$ cat src/rtl/dma_copy_engine.sv
// rtl/dma_copy_engine.sv - word-granular memory-to-memory DMA engine with CPU register window
module dma_copy_engine #(
    parameter int                ADDR_W   = 8,
    parameter int                DATA_W   = 32,
    parameter logic [ADDR_W-1:0] REG_BASE = 8'hF0
) (
    input  logic              clk,
    input  logic              rst,
    input  logic [ADDR_W-1:0] cpu_addr,
    input  logic [DATA_W-1:0] cpu_wdata,
    input  logic              cpu_we,
    output logic [DATA_W-1:0] cpu_rdata,
    output logic              breq,
    input  logic              bgnt,
    output logic [ADDR_W-1:0] mem_addr,
    output logic              mem_re,
    output logic              mem_we,
    output logic [DATA_W-1:0] mem_wdata,
    input  logic [DATA_W-1:0] mem_rdata,
    output logic              eop
);

    typedef enum logic [2:0] {S_IDLE, S_REQ, S_RD, S_CAP, S_WR, S_DONE} state_t;

    state_t            state_q;
    logic [ADDR_W-1:0] src_q, dst_q, addr_q;
    logic [DATA_W-1:0] len_q, buf_q;
    logic              done_q, breq_q, re_q, we_q, eop_q;

    logic       in_win;
    logic [1:0] sel;
    logic       words_nz, last_word, busy;

    assign in_win    = (cpu_addr[ADDR_W-1:4] == REG_BASE[ADDR_W-1:4]) && (cpu_addr[1:0] == 2'b00);
    assign sel       = cpu_addr[3:2];
    assign words_nz  = |len_q[DATA_W-1:2];
    assign last_word = (len_q[DATA_W-1:2] == (DATA_W-2)'(1));
    assign busy      = (state_q != S_IDLE);

    always_comb begin
        cpu_rdata = '0;
        if (in_win) begin
            case (sel)
                2'd0:    cpu_rdata = {{(DATA_W-ADDR_W){1'b0}}, src_q};
                2'd1:    cpu_rdata = {{(DATA_W-ADDR_W){1'b0}}, dst_q};
                2'd2:    cpu_rdata = len_q;
                default: cpu_rdata = {{(DATA_W-2){1'b0}}, done_q, busy};
            endcase
        end
    end

    assign breq      = breq_q;
    assign mem_re    = re_q;
    assign mem_we    = we_q;
    assign mem_addr  = addr_q;
    assign mem_wdata = we_q ? buf_q : '0;
    assign eop       = eop_q;

    // Outputs are registered alongside the state so they describe the state being entered.
    always_ff @(posedge clk or posedge rst) begin
        if (rst) begin
            state_q <= S_IDLE;
            src_q   <= '0;
            dst_q   <= '0;
            len_q   <= '0;
            buf_q   <= '0;
            addr_q  <= '0;
            done_q  <= 1'b0;
            breq_q  <= 1'b0;
            re_q    <= 1'b0;
            we_q    <= 1'b0;
            eop_q   <= 1'b0;
        end else begin
            breq_q <= 1'b0;
            re_q   <= 1'b0;
            we_q   <= 1'b0;
            eop_q  <= 1'b0;
            addr_q <= '0;
            case (state_q)
                S_IDLE: begin
                    if (cpu_we && in_win) begin
                        case (sel)
                            2'd0: src_q <= {cpu_wdata[ADDR_W-1:2], 2'b00};
                            2'd1: dst_q <= {cpu_wdata[ADDR_W-1:2], 2'b00};
                            2'd2: len_q <= cpu_wdata;
                            default: begin
                                if (cpu_wdata[0]) begin
                                    done_q <= 1'b0;
                                    if (words_nz) begin
                                        state_q <= S_REQ;
                                        breq_q  <= 1'b1;
                                    end else begin
                                        state_q <= S_DONE;
                                        eop_q   <= 1'b1;
                                    end
                                end
                            end
                        endcase
                    end
                end
                S_REQ: begin
                    breq_q <= 1'b1;
                    if (bgnt) begin
                        state_q <= S_RD;
                        re_q    <= 1'b1;
                        addr_q  <= src_q;
                    end
                end
                S_RD: begin
                    breq_q  <= 1'b1;
                    state_q <= S_CAP;
                end
                S_CAP: begin
                    breq_q  <= 1'b1;
                    buf_q   <= mem_rdata;
                    state_q <= S_WR;
                    we_q    <= 1'b1;
                    addr_q  <= dst_q;
                end
                S_WR: begin
                    src_q <= src_q + ADDR_W'(4);
                    dst_q <= dst_q + ADDR_W'(4);
                    len_q <= len_q - DATA_W'(4);
                    if (last_word) begin
                        state_q <= S_DONE;
                        eop_q   <= 1'b1;
                    end else begin
                        // Grant is only re-checked here, between words.
                        breq_q <= 1'b1;
                        if (bgnt) begin
                            state_q <= S_RD;
                            re_q    <= 1'b1;
                            addr_q  <= src_q + ADDR_W'(4);
                        end else begin
                            state_q <= S_REQ;
                        end
                    end
                end
                S_DONE: begin
                    done_q  <= 1'b1;
                    state_q <= S_IDLE;
                end
                default: state_q <= S_IDLE;
            endcase
        end
    end

endmodule

$ cat config.mk
export PLATFORM = sky130hd
export DESIGN_NAME = dma_copy_engine
export DESIGN_NICKNAME = d
export VERILOG_FILES = /design/src/rtl/dma_copy_engine.sv
export SDC_FILE = /design/constraint.sdc
export NUM_CORES = 1
export LEC_CHECK = 0
export CORE_MARGIN = 2
export CORE_UTILIZATION = 44
export CTS_CLUSTER_DIAMETER = 80
export DETAILED_ROUTE_END_ITERATION = 8
export PLACE_DENSITY = 0.76
export REMOVE_ABC_BUFFERS = 1
export SLEW_MARGIN = 20
export SYNTH_ARGS = -nofsm -noshare
export SYNTH_HDL_FRONTEND = slang
export SYNTH_SLANG_ARGS = --single-unit
$ cat constraint.sdc
create_clock -name clk -period 3.11 [get_ports clk]
set_clock_uncertainty 0.15 [all_clocks]
set_input_delay 0.7775 -clock clk [delete_from_list [all_inputs] [get_ports clk]]
set_output_delay 0.7775 -clock clk [all_outputs]
set_load 0.01 [all_outputs]
### Word-level counts from Yosys, hierarchy flattened

Index checks and enable logic that the tools add are counted.

| storage, ports and cells | value |
|---|---|
| bits in registers | 96 |
| input port bits | 76 |
| output and inout port bits | 76 |
| logic and storage cells | 90 |

| operators by class | value |
|---|---|
| $add $sub $neg | 3 |
| eq/ne operators | 16 |
| muxes and demuxes | 44 |
| reduce and logical (&&, ||, !) cells | 16 |

Operators by type and width:

| operator | number |
|---|---|
| $mux 32 | 4 |
| $pmux 32 s3 | 1 |
| $pmux 32 s2 | 1 |
| $mux 8 | 7 |
| $pmux 8 s2 | 2 |
| $sub 32x3->32 const B | 1 |
| $eq 30x1->1 const B | 1 |
| $reduce_or 30->1 | 1 |
| $pmux 8 s3 | 1 |
| $mux 3 | 6 |
| $add 8x3->8 const B | 2 |
| $mux 1 | 16 |
| $pmux 3 s5 | 1 |
| $reduce_and 3->1 | 3 |
| $ne 2x2->1 const B | 4 |
| $reduce_and 4->1 | 2 |
| $eq 3x2->1 const B | 2 |
| $eq 3x3->1 const B | 2 |
| $ne 2x1->1 const B | 3 |
| $pmux 1 s2 | 3 |
| $reduce_or 3->1 | 2 |
| $eq 4x4->1 const B | 1 |
| $logic_not 2->1 | 2 |
| $reduce_bool 2->1 | 2 |
| other kinds (8) | 9 |

### Logic depth before layout (Yosys ltp)

| depth | value |
|---|---|
| word-level depth | 6 |
| depth in mapped cells | 9 |
| gate-level depth less buffers | 7 |

### Worst setup path after synthesis

No wires, ideal clock.

| path | value |
|---|---|
| kind | in2out |
| from | input port cpu_addr[1] |
| to | output port cpu_rdata[18] |
| data arrival time | 1.969 ns |
| data required time | 2.183 ns |
| path slack | 0.213 ns |
| cell stages on the path | 5 |
| path buffers | 2 |
| cells stage by stage | or2_2 > clkbuf_1 > or2_1 > clkbuf_1 > nor3_1 |

| between the ends | value |
|---|---|
| word-level cells in the longest chain between the ends | 3 |

Ends and longest elaborated chain:

| what | RTL line | RTL |
|---|---|---|
| start: declaration | 9 | `input logic [ADDR_W-1:0] cpu_addr,` |
| $logic_not 2->1 | 34 | `assign in_win = (cpu_addr[ADDR_W-1:4] == REG_BASE[ADDR_W-1:4]) && (cpu_addr[1:0] == 2'b00);` |
| $logic_and 1x1->1 | 34 |  |
| $mux 32 | 42 | `if (in_win) begin` |
| end: declaration | 12 | `output logic [DATA_W-1:0] cpu_rdata,` |

Every way passes these cells.

### Worst setup path in the final report

| path | value |
|---|---|
| from | input port cpu_addr[4] |
| to | output port cpu_rdata[29] |

| between the ends | value |
|---|---|
| word-level cells in the longest chain between the ends | 3 |

Ends and longest elaborated chain:

| what | RTL line |
|---|---|
| $eq 4x4->1 | 34 |
| $logic_and 1x1->1 | 34 |
| $mux 32 | 42 |

Every way passes these cells.

==> results.md <==
- Commonest cells after routing, fill and taps aside: nand2_1, clkdlybuf4s50_1, dfrtp_1
- Critical path's top delay family: simple AND/OR/NAND/NOR gates
- Max cap viols: 0
- Warnings from Yosys: 0
- Nets@finish: 895
- Flop pwr share: 0.429
- Top Ports: 152
- Total GRT Usage: 0.250
- First-pass GRT wire length: 26200 µm
- Worst Hold Class: reg -> reg
- Number of synthesized register bits: 91
- Vias in the first global route: 5357
- Placed instance area: 0.00720 mm²
- Final Setup Violations: 0
- Die Wd: 114 µm
- Initial antenna violation count: 0
- EDFF count, synth: 0
- Worst-path maximum fanout: 5
- Largest net degree at the start of global routing: 35
- Post-synth top area cell: dfrtp_1
- Cts bufs inserted: 9
- First DRT Iteration DRCs: 466
- Die footprint: 0.0131 mm²
- Rows: 40
- Synth unique cells: 55
- Sequential share of the synthesized area: 0.426
- Comb power frac: 0.376
- Slew Limit Headroom: 0.521
- Critical path launch point type: primary input
- Filler Cells Inserted: 1020
- Cell Area, Synth: 0.00535 mm²
- Post-synthesis cell count: 656
- Layout area overhead: 39.5%
- Syn_area_per_cell: 8.16 µm²
- Final cycle utilization of the critical path: 0.958
- Buffers on Ports: 151
- CTS tree: built
- Cts hold-fix bufs: 0
- Dpl hpwl: 11600 µm
- Clk pwr share: 0.196
- Period minus WS final: 2980 ps
- Critical Path, Cell by Cell: dlygate4sd2_1 > nand4_1 > or2_4 > nor3_1 > clkdlybuf4s15_2
- Worst path slowest cell: or2_4
- Critical path endpoint category: primary output
- Status: finished, final reports clean
- Switching part of the total: 0.401
- Switching Power: 2.11 mW
- Clk Latency, worst-skew pair: 350 ps
- DR pass1 iterations: 5
- Die height: 114 µm
- Critical Path RT: 2180 ps
- Vias/cell: 5.78
- Asr flop ratio synth: 1.00
- Initial Util: 0.447
- Final Util: 0.624
- Fmax: 335 MHz
- Congestion Overflow GR: 0
- Worst setup path class: in -> out
- Yosys top cell area share: 0.426
- WP buf/inv: 2
- Post-DRT Antenna Nets: 0
- CORE AREA: 0.0120 mm²
- Pleak: 3.30 nW
- CP peak stage delay: 380 ps
- H-tree levels: 3
- Share of cells above drive strength 1: 0.145
- Root buf cell: clkbuf_16
- Total wire length: 16200 µm
- Unrepaired setup endpoints after global routing: false
- Clock buffer depth: 2
- Slew at the pin closest to its max-slew limit: 719 ps
- P per Cell Area: 704 mW/mm²
- # diodes: 0
- Hold Fails Final Rpt: 0
- Drt wl/cell: 16.7 µm
- Total power: 5.25 mW
- Sink Count: 91
- RD Place Congestion: 0.860
- Synth Flop Type: dfrtp_1
- Power Internal: 3.15 mW
- Design Area, Final: 0.00747 mm²
- Slew Limit Fails: 0
- Top post-synthesis cells by area: dfrtp_1, nand2_1, and2_1, clkbuf_1, nor2_1
- Most common cell after layout, fill and taps aside: nand2_1
- Critical Path AT: 2050 ps
- DRC Markers: 0
- Max VDD drop: 0.000306 V
- Clock slew at reported path FFs: 60 ps
- Via count: 5589
## flip-flops by register name, indices dropped and copies added (netlist names)
name / cells
mem_we: 1
mem_re: 1
eop: 1
state_q: 3
len_q: 32
done_q: 1
breq: 1
dst_q: 6
mem_addr: 7
src_q: 6
buf_q: 32
## per-layer routing
metal  vias to the layer above  GRT usage  wire [µm]
li1                       2637          -          -
met1                      2633      0.330       6970
met2                       279      0.413       7550
met3                        40     0.0355       1230
met4                         0      0.104        441
met5                         -          0          0
## layout make-up
class / count / area [µm²] / share of cell area
flip-flops and latches: 91 / 2280 / 0.305
clock buffers: 9 / 225 / 0.0302
inverters: 12 / 46.3 / 0.00620
well taps: 147 / 184 / 0.0246
clock inverters: 7 / 52.6 / 0.00704
multi-input cells: 503 / 2890 / 0.387
repair buffers: 198 / 1790 / 0.240
## power groups by stage
| stage | combinational, mW | clock [mW] | sequential (mW) |
|---|---|---|---|
| after floorplan | 1.17 | 0 | 2.12 |
| after global placement | 1.87 | 0 | 2.21 |
| after detailed placement | 1.94 | 0 | 2.25 |
| after CTS | 1.96 | 1.04 | 2.23 |
| after global routing | 2.19 | 1.11 | 2.33 |
| final | 1.97 | 1.03 | 2.25 |
## through the flow
step | setup TNS [ps] | instances | hold WS (ps) | setup slack, ps
global placement | -15770 | 946 | 299 | -503
CTS | 0 | 967 | 320 | 6.07
detailed placement | -17070 | 946 | 304 | -564
finish | 0 | 967 | 319 | 129
floorplan | -33730 | 606 | 287 | -882
global route | 0 | 967 | 339 | 81.8
## worst reg2reg max path: stages (launching register included)
cell      delay (ps)
dfrtp_1          430
or4_4            590
or4_4            570
or4_1            610
nand3_1          220
o311ai_0         150
## synth_stat cells (7+ instances only)
library cell and n:
nand2_1 138, dfrtp_1 91, and2_1 54, clkbuf_1 46, nor2_1 45, a21oi_1 31
o21ai_0 28, nor3_1 24, nand3_1 19, nor4_1 16, mux2i_1 13, inv_1 12
nand4_1 10, or4_1 8, o22ai_1 7, or3_1 7
## final timing paths
path | startpoint | endpoint | depth (start not counted) | slack (ps)
max reg2reg | len_q[20] | mem_addr[4] | 5 | 240
min reg2reg | buf_q[10] | buf_q[10] | 2 | 320
min | buf_q[10] | buf_q[10] | 2 | 320
max | cpu_addr[4] | cpu_rdata[29] | 5 | 130
min in group asynchronous | rst | mem_addr[1] | 2 | 670
max in group asynchronous | rst | len_q[25] | 3 | 1480
## logic make-up (layout without fill, tap and decap cells)
group	after synthesis	in the layout	share of synthesized area
muxes	15	15	0.0285
xor gates and xnor gates	2	2	0.00327
other	1	1	0.000701
buffers and inverters	62	226	0.0456
adders and majority gates	4	4	0.00935
AOI/OAI and AO/OA	134	134	0.168
DFF	91	91	0.426
and+or+nand+nor	347	347	0.319
## repair_timing
action / CTS / global route
gates cloned: 3 / 0
resized for setup: 150 / 15
endpoints found under the setup margin: 32 / 23
buffers inserted: 2 / 0
pin swaps: 5 / 2
Power figures use the tool's default switching activity.
